$ cat src/rtl/apb_adder_regbank.sv
// apb_adder_regbank: APB register bank feeding operands/control to the adder FSM and capturing its result
module apb_adder_regbank #(
  parameter int DATA_W = 32,
  parameter int ADDR_W = 5
) (
  input  logic              ACLK,
  input  logic              ARSTn,
  input  logic              PSEL,
  input  logic              PENABLE,
  input  logic              PWRITE,
  input  logic [ADDR_W-1:0] PADDR,
  input  logic [DATA_W-1:0] PWDATA,
  output logic [DATA_W-1:0] PRDATA,
  output logic              PREADY,
  output logic              PSLVERR,
  input  logic              i_is_busy,
  input  logic              i_en_ctrl_write,
  input  logic              i_rst_start,
  input  logic [DATA_W-1:0] i_sum,
  input  logic              i_carry,
  output logic              o_start,
  output logic              o_op_sel,
  output logic [DATA_W-1:0] o_op_a,
  output logic [DATA_W-1:0] o_op_b
);
  localparam logic [ADDR_W-3:0] CTRL = 0, OPA = 1, OPB = 2, RES = 3, STAT = 4;
  typedef enum logic {IDLE, RESP} state_t;
  state_t state;
  logic [DATA_W-1:0] result, rdata;
  logic [ADDR_W-3:0] off;
  logic done, carry, acc, err, wr_ok, start_set, done_clr;
  logic unused_addr;
  assign off = PADDR[ADDR_W-1:2];
  assign unused_addr = ^PADDR[1:0];
  // Decode the access, classify errors and build the read mux
  always_comb begin
    acc = state == IDLE && PSEL && PENABLE;
    err = off > STAT || (PWRITE && (off == RES || (i_is_busy && (off == CTRL || off == OPA || off == OPB))));
    wr_ok = acc && PWRITE && !err;
    start_set = wr_ok && off == CTRL && PWDATA[0];
    done_clr = start_set || (wr_ok && off == STAT && PWDATA[1]);
    rdata = off == CTRL ? {{(DATA_W-2){1'b0}}, o_op_sel, o_start} :
            off == OPA  ? o_op_a :
            off == OPB  ? o_op_b :
            off == RES  ? result :
            off == STAT ? {{(DATA_W-3){1'b0}}, carry, done, i_is_busy} : '0;
  end
  // APB handshake: one wait cycle, then a single-cycle PREADY response
  always_ff @(posedge ACLK) begin
    if (!ARSTn) begin
      state <= IDLE;
      PRDATA <= '0;
      PREADY <= 1'b0;
      PSLVERR <= 1'b0;
    end else if (state == IDLE) begin
      if (acc) begin
        state <= RESP;
        PREADY <= 1'b1;
        PSLVERR <= err;
        if (!PWRITE) PRDATA <= rdata;
      end
    end else begin
      state <= IDLE;
      PREADY <= 1'b0;
      PSLVERR <= 1'b0;
    end
  end
  // Register bank: software writes, FSM result capture, START clear wins, DONE set wins
  always_ff @(posedge ACLK) begin
    if (!ARSTn) begin
      o_start <= 1'b0;
      o_op_sel <= 1'b0;
      o_op_a <= '0;
      o_op_b <= '0;
      result <= '0;
      carry <= 1'b0;
      done <= 1'b0;
    end else begin
      if (wr_ok && off == CTRL) o_op_sel <= PWDATA[1];
      if (wr_ok && off == OPA) o_op_a <= PWDATA;
      if (wr_ok && off == OPB) o_op_b <= PWDATA;
      o_start <= !i_rst_start && (o_start || start_set);
      if (i_en_ctrl_write) begin
        result <= i_sum;
        carry <= i_carry;
      end
      done <= i_en_ctrl_write || (done && !done_clr);
    end
  end
endmodule
$ cat config.mk
export PLATFORM = sky130hd
export DESIGN_NAME = apb_adder_regbank
export DESIGN_NICKNAME = d
export VERILOG_FILES = /design/src/rtl/apb_adder_regbank.sv
export SDC_FILE = /design/constraint.sdc
export NUM_CORES = 1
export LEC_CHECK = 0
export ABC_AREA = 1
export BUFFER_PORTS_ARGS = -buffer_cell sky130_fd_sc_hd__buf_2
export CAP_MARGIN = 20
export CORE_ASPECT_RATIO = 1.75
export CORE_MARGIN = 2
export CORE_UTILIZATION = 30
export DETAILED_ROUTE_END_ITERATION = 7
export GPL_ROUTABILITY_DRIVEN = 0
export HOLD_SLACK_MARGIN = 0.03
export SLEW_MARGIN = 20
export SYNTH_ARGS = -nofsm -noshare
export SYNTH_HDL_FRONTEND = slang
export SYNTH_SLANG_ARGS = --single-unit
$ cat constraint.sdc
create_clock -name ACLK -period 4.67 [get_ports ACLK]
set_input_delay 1.401 -clock ACLK [delete_from_list [all_inputs] [get_ports ACLK]]
set_output_delay 1.401 -clock ACLK [all_outputs]
set_load 0.02 [all_outputs]
---- Word level (Yosys, flattened, before mapping) ----
Cells that the tools add are included.
cells by class
  $lt $le $gt $ge ......................... 1
  equal/unequal tests ..................... 4
  multiplexer cells ....................... 6
  bitwise logic cells ..................... 3
  reductions and logical operators ........ 27
operators with widths
  operator            number
  $mux 32             4
  $logic_and 1x1->1   14
  $logic_or 1x1->1    7
  $eq 3x2->1 const B  2
  $eq 3x1->1 const B  1
  $eq 3x3->1 const B  1
  $gt 3x3->1 const B  1
  $logic_not 1->1     3
  $logic_not 3->1     1
  $mux 3              1
  $not 1->1           3
  $reduce_and 3->1    1
  $reduce_or 2->1     1
  $mux 1              1
word-level totals
  flip-flop bits (word level) ............. 135
  output and inout bits ................... 100

---- Logic depth before layout (Yosys ltp) ----
  depth after elaboration ................. 15
  mapped depth ............................ 11
  depth with buffers taken out ............ 10

---- Worst setup path after synthesis ----
No wires, ideal clock.
  path type ............................... input to register
  start point ............................. input PENABLE
  end point ............................... register o_op_b[10]
  setup time .............................. 0.116 ns
  arrival ................................. 2.332 ns
  data required time ...................... 4.554 ns
  path slack .............................. 2.222 ns
  cell stages on the path ................. 8
  cell sequence ........................... nand3_1 > nor2_1 > nand2_4 > nor2_4 > inv_2 > buf_4 > nor2_1 > nor2_1
on the way
  cells in the longest elaborated chain, start to end .. 4
RTL lines
  element                         line  source
  from (decl)                     9     input logic PENABLE,
  $logic_and 1x1->1               37    acc = state == IDLE && PSEL && PENABLE;
  $logic_and 1x1->1 (2 in a row)  39    wr_ok = acc && PWRITE && !err;
  $logic_and 1x1->1               81    if (wr_ok && off == OPB) o_op_b <= PWDATA;
  to (signal assigned)            74    o_op_b <= '0;
  to (signal assigned)            81
  to (decl)                       24    output logic [DATA_W-1:0] o_op_b
No other way between the ends.
A chain may end at the register's enable or synchronous reset.

---- Worst setup path in the final report ----
  start point ............................. input PADDR[4]
  end point ............................... register o_op_a[11]
on the way
  cells in the longest elaborated chain, start to end .. 10
  elaborated cells on any way between the ends .. 14
  those cells by class .................... order compare (1); eq/ne (3); reduce/logical (10)
RTL lines
  element                                               line    source
  from (decl)                                           11      input logic [ADDR_W-1:0] PADDR,
  $eq 3x1->1 / $logic_not 3->1 (equally long branches)  38, 80
  $logic_or 1x1->1 (2 in a row)                         38      err = off > STAT || (PWRITE && (off == RES || (i_is_busy && (off == CTRL || off == OPA || off == OPB))));
  $logic_and 1x1->1                                     38
  $logic_or 1x1->1                                      38
  $logic_and 1x1->1                                     38
  $logic_or 1x1->1                                      38
  $logic_not 1->1                                       39
  $logic_and 1x1->1                                     39
  $logic_and 1x1->1 *                                   80      if (wr_ok && off == OPA) o_op_a <= PWDATA;
  to (signal assigned)                                  73      o_op_a <= '0;
  to (signal assigned)                                  80
  to (decl)                                             23      output logic [DATA_W-1:0] o_op_a,
Mark *: on every way between the ends. The rest lies on a longest branch, timed or not.

==> impl_metrics.prom <==
# TYPE chip_impl_metric gauge
chip_impl_metric{name="clk_pin_slew",unit="ns"} 0.06
chip_impl_metric{name="layout-drive-gt1-share",unit="%"} 25.7
chip_impl_metric{name="route.met2.wl",unit="um"} 9810
chip_impl_metric{name="place_worst_setup_slack",unit="ns"} 1.16
chip_impl_metric{name="firstDrtPassIters",unit=""} 4
chip_impl_metric{name="timing.final.hold_violations",unit=""} 0
chip_impl_metric{name="worst-path-buf-inv",unit=""} 3
chip_impl_info{name="ys_top_cells_by_count",value="sky130_fd_sc_hd__nor2_1, sky130_fd_sc_hd__dfxtp_1, sky130_fd_sc_hd__o21ai_0"} 1
chip_impl_metric{name="achievable-frequency",unit="MHz"} 333
chip_impl_info{name="top_flip_flop_cell_by_instance_count_after_synthesis",value="sky130_fd_sc_hd__dfxtp_1"} 1
chip_impl_metric{name="final_critical_path_setup_slack",unit="ns"} 1.66
chip_impl_metric{name="p_per_area",unit="nW/um^2"} 378
chip_impl_metric{name="holdBufCountCts",unit=""} 0
chip_impl_metric{name="floorplan.rows",unit=""} 65
chip_impl_metric{name="route.antenna.remaining_nets",unit=""} 0
chip_impl_metric{name="timing.slew.headroom",unit="%"} 27.1
chip_impl_metric{name="power.internal",unit="mW"} 1.99
chip_impl_metric{name="fin_total_pwr",unit="mW"} 2.65
chip_impl_metric{name="cts_buffers",unit=""} 17
chip_impl_metric{name="die_height",unit="um"} 183
chip_impl_metric{name="area_delta_synth_final",unit="%"} 27.9
chip_impl_metric{name="mappedNetlistNets",unit=""} 823
chip_impl_info{name="post-synth-top-area-cell",value="sky130_fd_sc_hd__dfxtp_1"} 1
chip_impl_metric{name="clockBufferDepth",unit=""} 2
chip_impl_metric{name="worst_clock_skew",unit="ns"} 0.00909
chip_impl_metric{name="postSynthCellCount",unit=""} 745
chip_impl_info{name="yosysMostFrequentCell",value="sky130_fd_sc_hd__nor2_1"} 1
chip_impl_metric{name="drv_cap",unit=""} 0
chip_impl_info{name="run_status",value="complete, no violations"} 1
chip_impl_metric{name="synthArstFlopShare",unit="%"} 0
chip_impl_metric{name="initial_antenna_violation_count",unit=""} 1
chip_impl_metric{name="timing.final.setup_violations",unit=""} 0
chip_impl_info{name="synth.top_cells.by_area",value="sky130_fd_sc_hd__dfxtp_1, sky130_fd_sc_hd__o21ai_0, sky130_fd_sc_hd__nor2_1"} 1
chip_impl_metric{name="design.core.area",unit="um^2"} 18000
chip_impl_metric{name="design.portCount",unit=""} 178
chip_impl_metric{name="timing.critical_path.arrival",unit="ns"} 3.35
chip_impl_metric{name="fin_nets",unit=""} 978
chip_impl_info{name="critical_path.endpoint_type",value="flip-flop"} 1
chip_impl_metric{name="worst_ir_drop_vdd",unit="uV"} 174
chip_impl_metric{name="seq_power_share",unit="%"} 44.8
chip_impl_metric{name="number_of_clock_sinks",unit=""} 135
chip_impl_metric{name="crit_path_max_incr_delay",unit="ns"} 0.52
chip_impl_metric{name="worst_skew_pair.late_latency",unit="ns"} 0.41
chip_impl_metric{name="detail_route.wl_per_cell",unit="um"} 15.8
chip_impl_info{name="start_kind",value="primary input"} 1
chip_impl_metric{name="grt_start_max_net_pins",unit=""} 100
chip_impl_metric{name="synth-seq-cells",unit=""} 135
chip_impl_metric{name="critPathRequiredTime",unit="ns"} 5.02
chip_impl_info{name="cts_tree",value="done"} 1
chip_impl_info{name="hold_class",value="flip-flop to flip-flop"} 1
chip_impl_metric{name="wirelength_met1",unit="um"} 7230
chip_impl_metric{name="globalRoute.totalOverflow",unit=""} 0
chip_impl_metric{name="pwr-share-comb",unit="%"} 6.3
chip_impl_metric{name="timing_worst_slew_pin_value",unit="ns"} 1.09
chip_impl_metric{name="die_w",unit="um"} 106
chip_impl_metric{name="synth.avg_cell_area",unit="um^2"} 7.36
chip_impl_info{name="worst_path_dominant_cell_family",value="simple AND/OR/NAND/NOR gates"} 1
chip_impl_metric{name="finalWorstPathRequiredPeriod",unit="ns"} 3.01
chip_impl_metric{name="cellLeakagePower",unit="nW"} 3.22
chip_impl_metric{name="postCtsSetupBuffers",unit=""} 0
chip_impl_info{name="rsz0062_at_grt",value="false"} 1
chip_impl_metric{name="pwr-share-clk",unit="%"} 48.9
chip_impl_info{name="top_signal_layer_used",value="met4"} 1
chip_impl_metric{name="routed_wirelength",unit="um"} 18100
chip_impl_metric{name="synth_edf_count",unit=""} 0
chip_impl_metric{name="grt_pass1_wl",unit="um"} 28200
chip_impl_metric{name="netSwitchingPower",unit="mW"} 0.663
chip_impl_info{name="clockRootBuffer",value="sky130_fd_sc_hd__clkbuf_16"} 1
chip_impl_metric{name="met3_wirelength",unit="um"} 601
chip_impl_metric{name="die_area",unit="um^2"} 19400
chip_impl_info{name="worstSetupPathType",value="primary input to flip-flop"} 1
chip_impl_metric{name="portBuffers",unit=""} 175
chip_impl_metric{name="synthDistinctLibCells",unit=""} 28
chip_impl_metric{name="overall_global_routing_usage",unit="%"} 18.8
chip_impl_metric{name="ys.warnings.count",unit=""} 0
chip_impl_metric{name="share_of_total_power_consumed_by_net_switching",unit="%"} 25.0
chip_impl_metric{name="timing_max_transition_violations_final",unit=""} 0
chip_impl_metric{name="fin_setup_tns",unit="ns"} 0
chip_impl_metric{name="via_count",unit=""} 5390
chip_impl_metric{name="post_cts_resized",unit=""} 0
chip_impl_info{name="path_cells",value="buf_2, nor3_4, inv_4, nor2_8, buf_4, o21ai_0, nor2_1"} 1
chip_impl_metric{name="vias_in_the_first_global_route",unit=""} 5230
chip_impl_metric{name="synth_largest_type_area_fraction",unit="%"} 49.3
chip_impl_metric{name="post_drt_via_cell_ratio",unit=""} 4.70
chip_impl_metric{name="initial_core_util",unit="%"} 30.5
chip_impl_metric{name="timing.critical_path.fanout_max",unit=""} 25
chip_impl_metric{name="drt_iter0_markers",unit=""} 229
chip_impl_metric{name="dp_hpwl",unit="um"} 11800
chip_impl_metric{name="netlist_area",unit="um^2"} 5490
chip_impl_metric{name="h-tree-depth",unit=""} 4
chip_impl_info{name="critical-path-slowest-cell",value="sky130_fd_sc_hd__nor3_4"} 1
chip_impl_metric{name="drc",unit=""} 0
chip_impl_metric{name="synth.yosys.seq_area_share",unit="%"} 49.3
chip_impl_metric{name="fin_crit_sh",unit="%"} 64.4
## sequential cells by signal, summed over array words and instances, names as in the netlist
| name | count |
|---|---|
| o_op_b | 32 |
| PSLVERR | 1 |
| o_op_sel | 1 |
| o_op_a | 32 |
| PREADY | 1 |
| result | 32 |
| state | 1 |
| PRDATA | 32 |
| o_start | 1 |
| carry | 1 |
| done | 1 |
## tightest hold or removal path: cells and delay by family, from the launching register on
family	cells	cell delay (ns)
DFF	1	0.30
AOI/OAI and AO/OA	1	0.06
buffers and inverters	1	0.05
## power groups by stage
stage / combinational (mW) / sequential, mW / clock [mW]
floorplan: 0.0849 / 1.22 / 0
global placement: 0.167 / 1.21 / 0
detailed placement: 0.168 / 1.21 / 0
CTS: 0.169 / 1.19 / 1.32
global route: 0.186 / 1.19 / 1.37
finish: 0.166 / 1.19 / 1.30
## cells by family (layout without fill, tap and decap cells)
group	Yosys count	in the layout	share of synthesized area (%)
AO/OA/AOI/OAI	223	223	20.8
buffers and inverters	119	287	9.99
flip-flops	135	135	49.3
other	0	1	0
AND/OR/NAND/NOR	268	268	19.9
## path summary, 6_finish.rpt
path               from         end  slack (ns)  cells after the start
max            PADDR[4]  o_op_a[11]        1.66                      7
min          result[17]  result[17]        0.45                      2
max reg2reg       state  o_op_b[13]        2.45                      8
min reg2reg  result[17]  result[17]        0.45                      2
## area by class of cell
| class | count | area (um^2) |
|---|---|---|
| Antenna cell | 1 | 2.50 |
| Clock buffer | 19 | 443 |
| Clock inverter | 13 | 123 |
| Fill cell | 1972 | 11000 |
| Inverter | 72 | 275 |
| Multi-Input combinational cell | 491 | 2240 |
| Sequential cell | 135 | 2700 |
| Tap cell | 234 | 293 |
| Timing Repair Buffer | 183 | 936 |
## cell usage in the layout, fill, tap and decap left out, types with 2 or more instances in the layout
master,netlist,routed
sky130_fd_sc_hd__buf_2,3,175
sky130_fd_sc_hd__nor2_1,159,158
sky130_fd_sc_hd__dfxtp_1,135,135
sky130_fd_sc_hd__o21ai_0,121,121
sky130_fd_sc_hd__nand2_1,84,84
sky130_fd_sc_hd__a21oi_1,68,68
sky130_fd_sc_hd__inv_1,67,66
sky130_fd_sc_hd__o21ai_1,23,23
sky130_fd_sc_hd__clkbuf_16,0,17
sky130_fd_sc_hd__nor2_2,9,9
sky130_fd_sc_hd__nand3_1,8,8
sky130_fd_sc_hd__o211ai_1,8,8
sky130_fd_sc_hd__buf_4,4,8
sky130_fd_sc_hd__inv_2,2,3
sky130_fd_sc_hd__clkinvlp_4,0,3
sky130_fd_sc_hd__clkinv_2,0,3
sky130_fd_sc_hd__inv_6,0,3
sky130_fd_sc_hd__inv_4,2,2
sky130_fd_sc_hd__nand2_2,2,2
sky130_fd_sc_hd__nor2_4,1,2
sky130_fd_sc_hd__clkinv_4,0,2
## stage by stage
step	hold WS (ns)	cells	instance area, um^2	util (%)
after floorplan	0.429	745	5490	-
after global placement	0.437	1115	6450	35.9
after detailed placement	0.445	1115	6450	35.9
after CTS	0.454	1147	7010	39.0
after global routing	0.467	1148	7020	39.0
final	0.450	1148	7020	39.0
## per-layer routing
metal / vias up / track usage [%]
li1: 2707 / -
met1: 2525 / 21.1
met2: 130 / 35.2
met3: 28 / 2.77
met4: 0 / 7.16
met5: - / 0
Power figures use the tool's default switching activity.
